[src/rtl/sr_cmd_gen.sv]
// sr_cmd_gen: turns two asynchronous, possibly bouncing request lines into
// clean one-cycle S / R commands for a downstream SR flip-flop.
// Each request is synchronized (two flops), optionally debounced, and
// edge-detected. Simultaneous set/clear events are resolved by RST_WINS,
// and are flagged on 'conflict'.
// Build option: define SR_CMD_GEN_DEBOUNCE_EN to compile in the per-channel
// debounce counters. Without it, the synchronized level is used directly
// and DEB_CYCLES has no effect.
module sr_cmd_gen #(
    parameter int unsigned DEB_CYCLES = 8,
    parameter bit          RST_WINS   = 1'b0
) (
    input  logic clk,
    input  logic rst,
    input  logic set_req,
    input  logic clr_req,
    output logic S,
    output logic R,
    output logic conflict
);

    // Reject out-of-range debounce lengths when the design is elaborated.
    if (DEB_CYCLES < 1 || DEB_CYCLES > 255) begin : g_deb_range_check
        $error("sr_cmd_gen: DEB_CYCLES must be in 1..255");
    end

    // Channel index 0 = set request, 1 = clear request.
    logic [1:0] sync1_q, sync1_d;
    logic [1:0] sync2_q, sync2_d;
    logic [1:0] lvl;
    logic [1:0] lvl_prev_q, lvl_prev_d;
    logic [1:0] ev;
    logic       s_q, s_d;
    logic       r_q, r_d;
    logic       conflict_q, conflict_d;

    // Two-flop synchronizer inputs for both request channels.
    always_comb begin
        sync1_d = {clr_req, set_req};
        sync2_d = sync1_q;
    end

    // Synchronizer flops.
    always_ff @(posedge clk) begin
        if (rst) begin
            sync1_q <= '0;
            sync2_q <= '0;
        end else begin
            sync1_q <= sync1_d;
            sync2_q <= sync2_d;
        end
    end

`ifdef SR_CMD_GEN_DEBOUNCE_EN
    localparam logic [7:0] DEB_LAST = 8'(DEB_CYCLES - 1);

    logic [1:0]      stable_q, stable_d;
    logic [1:0][7:0] cnt_q, cnt_d;

    // Debounce: accept a new level only after DEB_CYCLES consecutive
    // cycles of disagreement; any agreement restarts the count.
    always_comb begin
        stable_d = stable_q;
        cnt_d    = '0;
        for (int i = 0; i < 2; i++) begin
            if (sync2_q[i] != stable_q[i]) begin
                if (cnt_q[i] == DEB_LAST) begin
                    stable_d[i] = sync2_q[i];
                    cnt_d[i]    = '0;
                end else begin
                    cnt_d[i] = cnt_q[i] + 8'd1;
                end
            end
        end
    end

    // Stable-level and counter registers.
    always_ff @(posedge clk) begin
        if (rst) begin
            stable_q <= '0;
            cnt_q    <= '0;
        end else begin
            stable_q <= stable_d;
            cnt_q    <= cnt_d;
        end
    end

    assign lvl = stable_q;
`else
    // Without debouncing the synchronized level is taken as stable as-is.
    assign lvl = sync2_q;
`endif

    // Rising-edge detection and collision resolution for the command outputs.
    always_comb begin
        lvl_prev_d = lvl;
        ev         = lvl & ~lvl_prev_q;
        s_d        = ev[0] & ~ev[1];
        r_d        = ev[1] & (~ev[0] | RST_WINS);
        conflict_d = ev[0] & ev[1];
    end

    // Edge-detector history and registered command outputs.
    always_ff @(posedge clk) begin
        if (rst) begin
            lvl_prev_q <= '0;
            s_q        <= 1'b0;
            r_q        <= 1'b0;
            conflict_q <= 1'b0;
        end else begin
            lvl_prev_q <= lvl_prev_d;
            s_q        <= s_d;
            r_q        <= r_d;
            conflict_q <= conflict_d;
        end
    end

    assign S        = s_q;
    assign R        = r_q;
    assign conflict = conflict_q;

endmodule

[config.mk]
export PLATFORM = sky130hd
export DESIGN_NAME = sr_cmd_gen
export DESIGN_NICKNAME = d
export VERILOG_FILES = /design/src/rtl/sr_cmd_gen.sv
export SDC_FILE = /design/constraint.sdc
export NUM_CORES = 1
export LEC_CHECK = 0
export CAP_MARGIN = 0
export CORE_AREA = 2 2 39 41
export DETAILED_ROUTE_END_ITERATION = 8
export DIE_AREA = 0 0 41 43
export PLACE_DENSITY = 0.48
export SYNTH_ARGS = -nofsm -noshare
export SYNTH_HDL_FRONTEND = slang
export SYNTH_SLANG_ARGS = --single-unit
export TNS_END_PERCENT = 1
[constraint.sdc]
create_clock -name clk -period 1.41 [get_ports clk]
set_clock_uncertainty 0.05 [all_clocks]
set_input_delay 0.282 -clock clk [delete_from_list [all_inputs] [get_ports clk]]
set_output_delay 0.282 -clock clk [all_outputs]
set_load 0.02 [all_outputs]
==> impl_metrics.py, run 1 <==
metrics = {
    "finish": {
        "multi_input_area_um2": 87.6,
        "fin_nets": 35,
        "area_growth_pct": 38.3,
        "antennaDiodeCount": 0,
        "final_cell_mix": "dfxtp_1, and2b_1, clkbuf_4, clkdlybuf4s50_1, dlygate4sd2_1",
        "final_layout_size_suffix_gt1_frac": 0.200,
        "num-fill-cells": 154,
        "area.sequential_um2": 180,
        "layout_commonest_cell": "dfxtp_1",
    },
    "yosys": {
        "synth_area_um2": 268,
        "syn_inst": 20,
        "yosysWarnings": 0,
        "synth_top_area_frac": 0.673,
        "seq_area_frac_synth": 0.673,
        "yosys_register_bits": 9,
        "synth.net_count": 24,
        "synth_top_area_cell": "dfxtp_1",
        "synth_area_per_cell_um2": 13.4,
        "synthTopCellsByArea": "dfxtp_1, and2b_1, nor2b_4",
        "synthDistinctLibCells": 9,
    },
    "min_path": {
        "min_from": "sync1_q[1]$_SDFF_PP0_",
        "min_to": "lvl[1]$_SDFF_PP0_",
        "whs_path_depth": 1,
        "hp-class": "flop to flop",
    },
    "routing": {
        "wire_per_inst_um": 7.54,
        "drt_iter0_drc": 5,
        "wl_um": 347,
        "drcViolationCount": 0,
        "drtAntennaViolNets": 0,
        "num_vias": 166,
        "dr.pass1.iters": 2,
        "via_per_inst": 3.61,
    },
    "sta": {
        "fin_crit_sh": 0.861,
        "slew_headroom": 0.832,
        "period_minus_slack_ns": 1.21,
        "hold_violations": 0,
        "fmax_mhz": 824,
        "fin_setup_tns_ns": 0,
        "worst_pin_slew_ns": 0.251,
        "slew_violations": 0,
        "finalSetupViolCount": 0,
        "grt_setup_unrepaired": "false",
    },
    "critical_path": {
        "r2r-start": "lvl_prev_q[1]$_SDFF_PP0_",
        "timing.critical_path.buf_inv": 1,
        "rr_endpoint": "S$_SDFF_PP0_",
        "crit_chain": "dlygate4sd2_1",
        "worst-r2r-cell-count": 2,
        "worstSetupPathType": "flop to output pin",
        "r2r_setup_slack_ns": 0.60,
        "slowest_delay_ns": 0.32,
        "critPathTopFamily": "buffers and inverters",
        "end_kind": "output pin",
        "worstPathRequired_ns": 1.08,
        "cp_max_fo": 1,
        "worstSetupStartpointType": "flop",
        "slowest_stage": "dlygate4sd2_1",
        "cp_data_arrival_time_ns": 0.88,
    },
    "floorplanning": {
        "core_um2": 1380,
        "start_util": 0.193,
        "die_w_um": 41,
        "num_rows": 14,
        "ios": 7,
        "die_y_um": 43,
        "die-area_um2": 1760,
    },
    "run_status": {
        "status": "finished, final reports clean",
    },
    "pwr": {
        "leakage_nw": 0.170,
        "ir_drop_v": 0.000411,
        "total_power_w": 0.000486,
        "cellPowerDensity_nw_per_um2": 1310,
    },
    "clocking": {
        "hold_buffers": 0,
        "cts-buffers-inserted": 3,
        "h-tree-depth": 1,
        "clk_pin_slew_ns": 0.06,
        "cts_setup_buffers": 0,
        "root_buffer": "clkbuf_4",
        "cts.sinks": 9,
        "tritoncts": "done",
        "clock_latency_ns": 0.26,
        "clockBufferDepth": 2,
    },
    "grt": {
        "antenna_found_initial": 0,
        "grt_max_degree": 10,
        "grt.total_usage": 0.0605,
        "grt_first_pass_wirelength_um": 621,
        "grt.overflow.total": 0,
        "grt_pass1_vias": 164,
    },
    "placement": {
        "globalplace.congestion": 0.544,
        "portBuffers": 6,
    },
    "flow_run": {
        "drv_cap": 0,
    },
}
-- cells in the mapped netlist (all sizes together) --
| cell type | n |
|---|---|
| nor3 | 1 |
| and3b | 1 |
| nor2b | 2 |
| nand2b | 1 |
| and2b | 5 |
| dfxtp | 9 |
| nor3b | 1 |
-- power by group --
part / leakage, nW / total [W] / switching [W] / internal (W)
clock network: 0.0150 / 0.000195 / 0.0000860 / 0.000109
registers: 0.0737 / 0.000265 / 0.00000257 / 0.000263
logic: 0.0810 / 0.0000257 / 0.00000887 / 0.0000169
total: 0.170 / 0.000486 / 0.0000975 / 0.000388
-- how the worst max path moves through the flow --
stage                     slack (ns)  depth (start not counted)                  endpoint                startpoint
after global placement          0.12                          2  lvl_prev_q[0]$_SDFF_PP0_                       rst
final                           0.20                          1                  conflict       conflict$_SDFF_PP0_
after CTS                       0.18                          1                  conflict       conflict$_SDFF_PP0_
after global routing            0.14                          1                         S              S$_SDFF_PP0_
after detailed placement        0.10                          2  lvl_prev_q[0]$_SDFF_PP0_                       rst
after floorplan                 0.64                          2              S$_SDFF_PP0_  lvl_prev_q[1]$_SDFF_PP0_
-- per-stage QoR --
step                hold slack, ns   util  worst slack (ns)  std cells  area, um2
floorplan                    0.304      -             0.642         20        268
global placement             0.371  0.251             0.118         42        348
detailed placement           0.375  0.251             0.103         42        348
CTS                          0.391  0.268             0.181         46        370
global route                 0.417  0.268             0.143         46        370
finish                       0.384  0.268             0.196         46        370
-- timing repair --
action                                 4_1_cts  5_1_grt
resized for setup                            3        0
endpoints found under the hold margin        0        0
setup endpoints to repair                    3        0
-- area by class of cell --
cell class | count | share of cell area
Sequential cell | 9 | 0.486
Multi-Input combinational cell | 11 | 0.236
Timing Repair Buffer | 6 | 0.152
Clock buffer | 4 | 0.0709
Tap cell | 16 | 0.0541
-- layer usage --
| metal | GRT usage | vias to the layer above | part of all wire |
|---|---|---|---|
| met3 | 0.0471 | 2 | 0.11 |
| met4 | 0.0600 | 0 | 0.032 |
| met5 | 0 | - | 0 |
| li1 | - | 83 | - |
| met1 | 0.0521 | 72 | 0.42 |
| met2 | 0.0813 | 9 | 0.43 |
-- kinds of logic after synthesis --
group,share of synthesized area
DFF,0.673
and+or+nand+nor,0.327
-- registers in the layout, indices dropped and copies added, names as in the netlist --
signal,flops
R,1
lvl_prev_q,2
S,1
conflict,1
lvl,2
sync1_q,2
(Power assumes the default switching activity.)
==> run 2: changes to the inputs <==
--- a/config.mk
+++ b/config.mk
@@ -9,7 +9,6 @@
 export CORE_AREA = 2 2 39 41
 export DETAILED_ROUTE_END_ITERATION = 8
 export DIE_AREA = 0 0 41 43
-export PLACE_DENSITY = 0.48
 export SYNTH_ARGS = -nofsm -noshare
 export SYNTH_HDL_FRONTEND = slang
 export SYNTH_SLANG_ARGS = --single-unit
==> run 2 against run 1 <==
Critical path depth stayed put. Non-clock buffer count unchanged. Sequential power is essentially flat. Design area unchanged. Final cell count stayed put. Wire length is 2.9% lower. Count of clock-buffer cells in the layout is the same. Register-to-register slack gained 0.02 ns. Largest power group unchanged.
==> impl_metrics.py, run 2 (synthesized netlist as in run 1, its figures left out) <==
metrics = {
    "clocking": {
        "cts-buffers-inserted": 3,
        "cts_setup_buffers": 0,
        "cts.sinks": 9,
        "clock_latency_ns": 0.25,
        "clk_pin_slew_ns": 0.06,
        "root_buffer": "clkbuf_4",
        "h-tree-depth": 1,
        "tritoncts": "done",
        "clockBufferDepth": 2,
        "hold_buffers": 0,
        "cts-resized-gates": 3,
    },
    "min_path": {
        "hp-class": "flop to flop",
        "min_to": "lvl[1]$_SDFF_PP0_",
        "min_from": "sync1_q[1]$_SDFF_PP0_",
        "whs_path_depth": 1,
    },
    "placement": {
        "hpwl_um": 211,
        "globalplace.congestion": 0.652,
        "portBuffers": 6,
        "dp.cells": 42,
    },
    "pwr": {
        "p_int_w": 0.000388,
        "p_switching_w": 0.0000948,
        "pwr-share-comb": 0.053,
        "power_frac_seq": 0.549,
        "leakage_nw": 0.170,
        "p_sw_frac": 0.196,
        "power.share.clock": 0.398,
        "ir_drop_v": 0.000368,
        "cellPowerDensity_nw_per_um2": 1300,
    },
    "run_status": {
        "status": "finished, final reports clean",
    },
    "sta": {
        "worst_pin_slew_ns": 0.241,
        "slew_violations": 0,
        "slew_headroom": 0.839,
        "grt_setup_unrepaired": "false",
        "hold_violations": 0,
        "fin_setup_tns_ns": 0,
        "finalSetupViolCount": 0,
        "fin_crit_sh": 0.859,
        "period_minus_slack_ns": 1.21,
        "fmax_mhz": 826,
    },
    "grt": {
        "grt_first_pass_wirelength_um": 558,
        "grt.total_usage": 0.0575,
        "grt.overflow.total": 0,
        "grt_pass1_vias": 143,
        "grt_max_degree": 10,
        "antenna_found_initial": 0,
    },
    "critical_path": {
        "timing.critical_path.buf_inv": 1,
        "r2r-start": "lvl_prev_q[1]$_SDFF_PP0_",
        "slowest_delay_ns": 0.32,
        "r2r_setup_slack_ns": 0.62,
        "worstSetupPathType": "flop to output pin",
        "critPathTopFamily": "buffers and inverters",
        "slowest_stage": "dlygate4sd2_1",
        "worstPathRequired_ns": 1.08,
        "worstSetupStartpointType": "flop",
        "end_kind": "output pin",
        "crit_chain": "dlygate4sd2_1",
        "worst-r2r-cell-count": 2,
        "cp_max_fo": 1,
        "rr_endpoint": "S$_SDFF_PP0_",
        "cp_data_arrival_time_ns": 0.88,
        "cp_num_cells": 1,
    },
    "finish": {
        "final_layout_size_suffix_gt1_frac": 0.200,
        "num-fill-cells": 145,
        "area_growth_pct": 38.3,
        "fin_nets": 35,
        "antennaDiodeCount": 0,
        "final_cell_mix": "dfxtp_1, and2b_1, clkbuf_4, clkdlybuf4s50_1, dlygate4sd2_1",
        "final_cells": 46,
        "multi_input_area_um2": 87.6,
        "area.sequential_um2": 180,
        "layout_commonest_cell": "dfxtp_1",
    },
    "routing": {
        "drcViolationCount": 0,
        "drt_iter0_drc": 0,
        "wire_per_inst_um": 7.33,
        "dr.pass1.iters": 1,
        "num_vias": 159,
        "drtAntennaViolNets": 0,
        "wl_um": 337,
        "via_per_inst": 3.46,
    },
    "flow_run": {
        "drv_cap": 0,
    },
    "floorplanning": {
        "die_w_um": 41,
        "die_y_um": 43,
        "core_um2": 1380,
        "die-area_um2": 1760,
        "ios": 7,
        "num_rows": 14,
        "start_util": 0.193,
    },
}
-- run 2: cell counts in the layout (fill, tap and decap cells not counted) --
No cell type changed its count.
-- run 2: layer usage --
layer	up-vias	part of all wire	global-route usage
met3	0	0.095	0.0471
met5	-	0	0
met2	7	0.44	0.0531
li1	83	-	-
met4	0	0	0.0800
met1	69	0.46	0.0621
-- run 2: stage by stage --
stage	util	instance area, um2	power (W)	hold slack, ns	worst slack (ns)
5_1_grt	0.268	370	0.000518	0.421	0.142
6_report	0.268	370	0.000483	0.388	0.199
3_5_place_dp	0.251	348	0.000298	0.380	0.113
3_3_place_gp	0.251	348	0.000297	0.371	0.148
4_1_cts	0.268	370	0.000499	0.395	0.174
2_1_floorplan	-	268	0.000283	0.304	0.642
-- run 2: layout make-up --
class / instances / share of cell area
sequential: 9 / 0.486
clock buffer: 4 / 0.0709
multi-input combinational: 11 / 0.236
tap: 16 / 0.0541
timing repair buffer: 6 / 0.152
-- run 2: worst max-delay path by stage --
stage	start	endpoint	slack [ns]
final	S$_SDFF_PP0_	S	0.20
after global routing	S$_SDFF_PP0_	S	0.14
after CTS	S$_SDFF_PP0_	S	0.17
after detailed placement	rst	lvl_prev_q[0]$_SDFF_PP0_	0.11
after global placement	rst	lvl_prev_q[0]$_SDFF_PP0_	0.15
after floorplan	lvl_prev_q[1]$_SDFF_PP0_	S$_SDFF_PP0_	0.64
-- run 2: power by group through the flow --
| stage | Clock [W] | Combinational [W] | Sequential, W |
|---|---|---|---|
| after floorplan | 0 | 0.0000105 | 0.000273 |
| after detailed placement | 0 | 0.0000269 | 0.000271 |
| after global placement | 0 | 0.0000264 | 0.000271 |
| after global routing | 0.000224 | 0.0000286 | 0.000266 |
| after CTS | 0.000208 | 0.0000259 | 0.000265 |
| final | 0.000192 | 0.0000255 | 0.000265 |
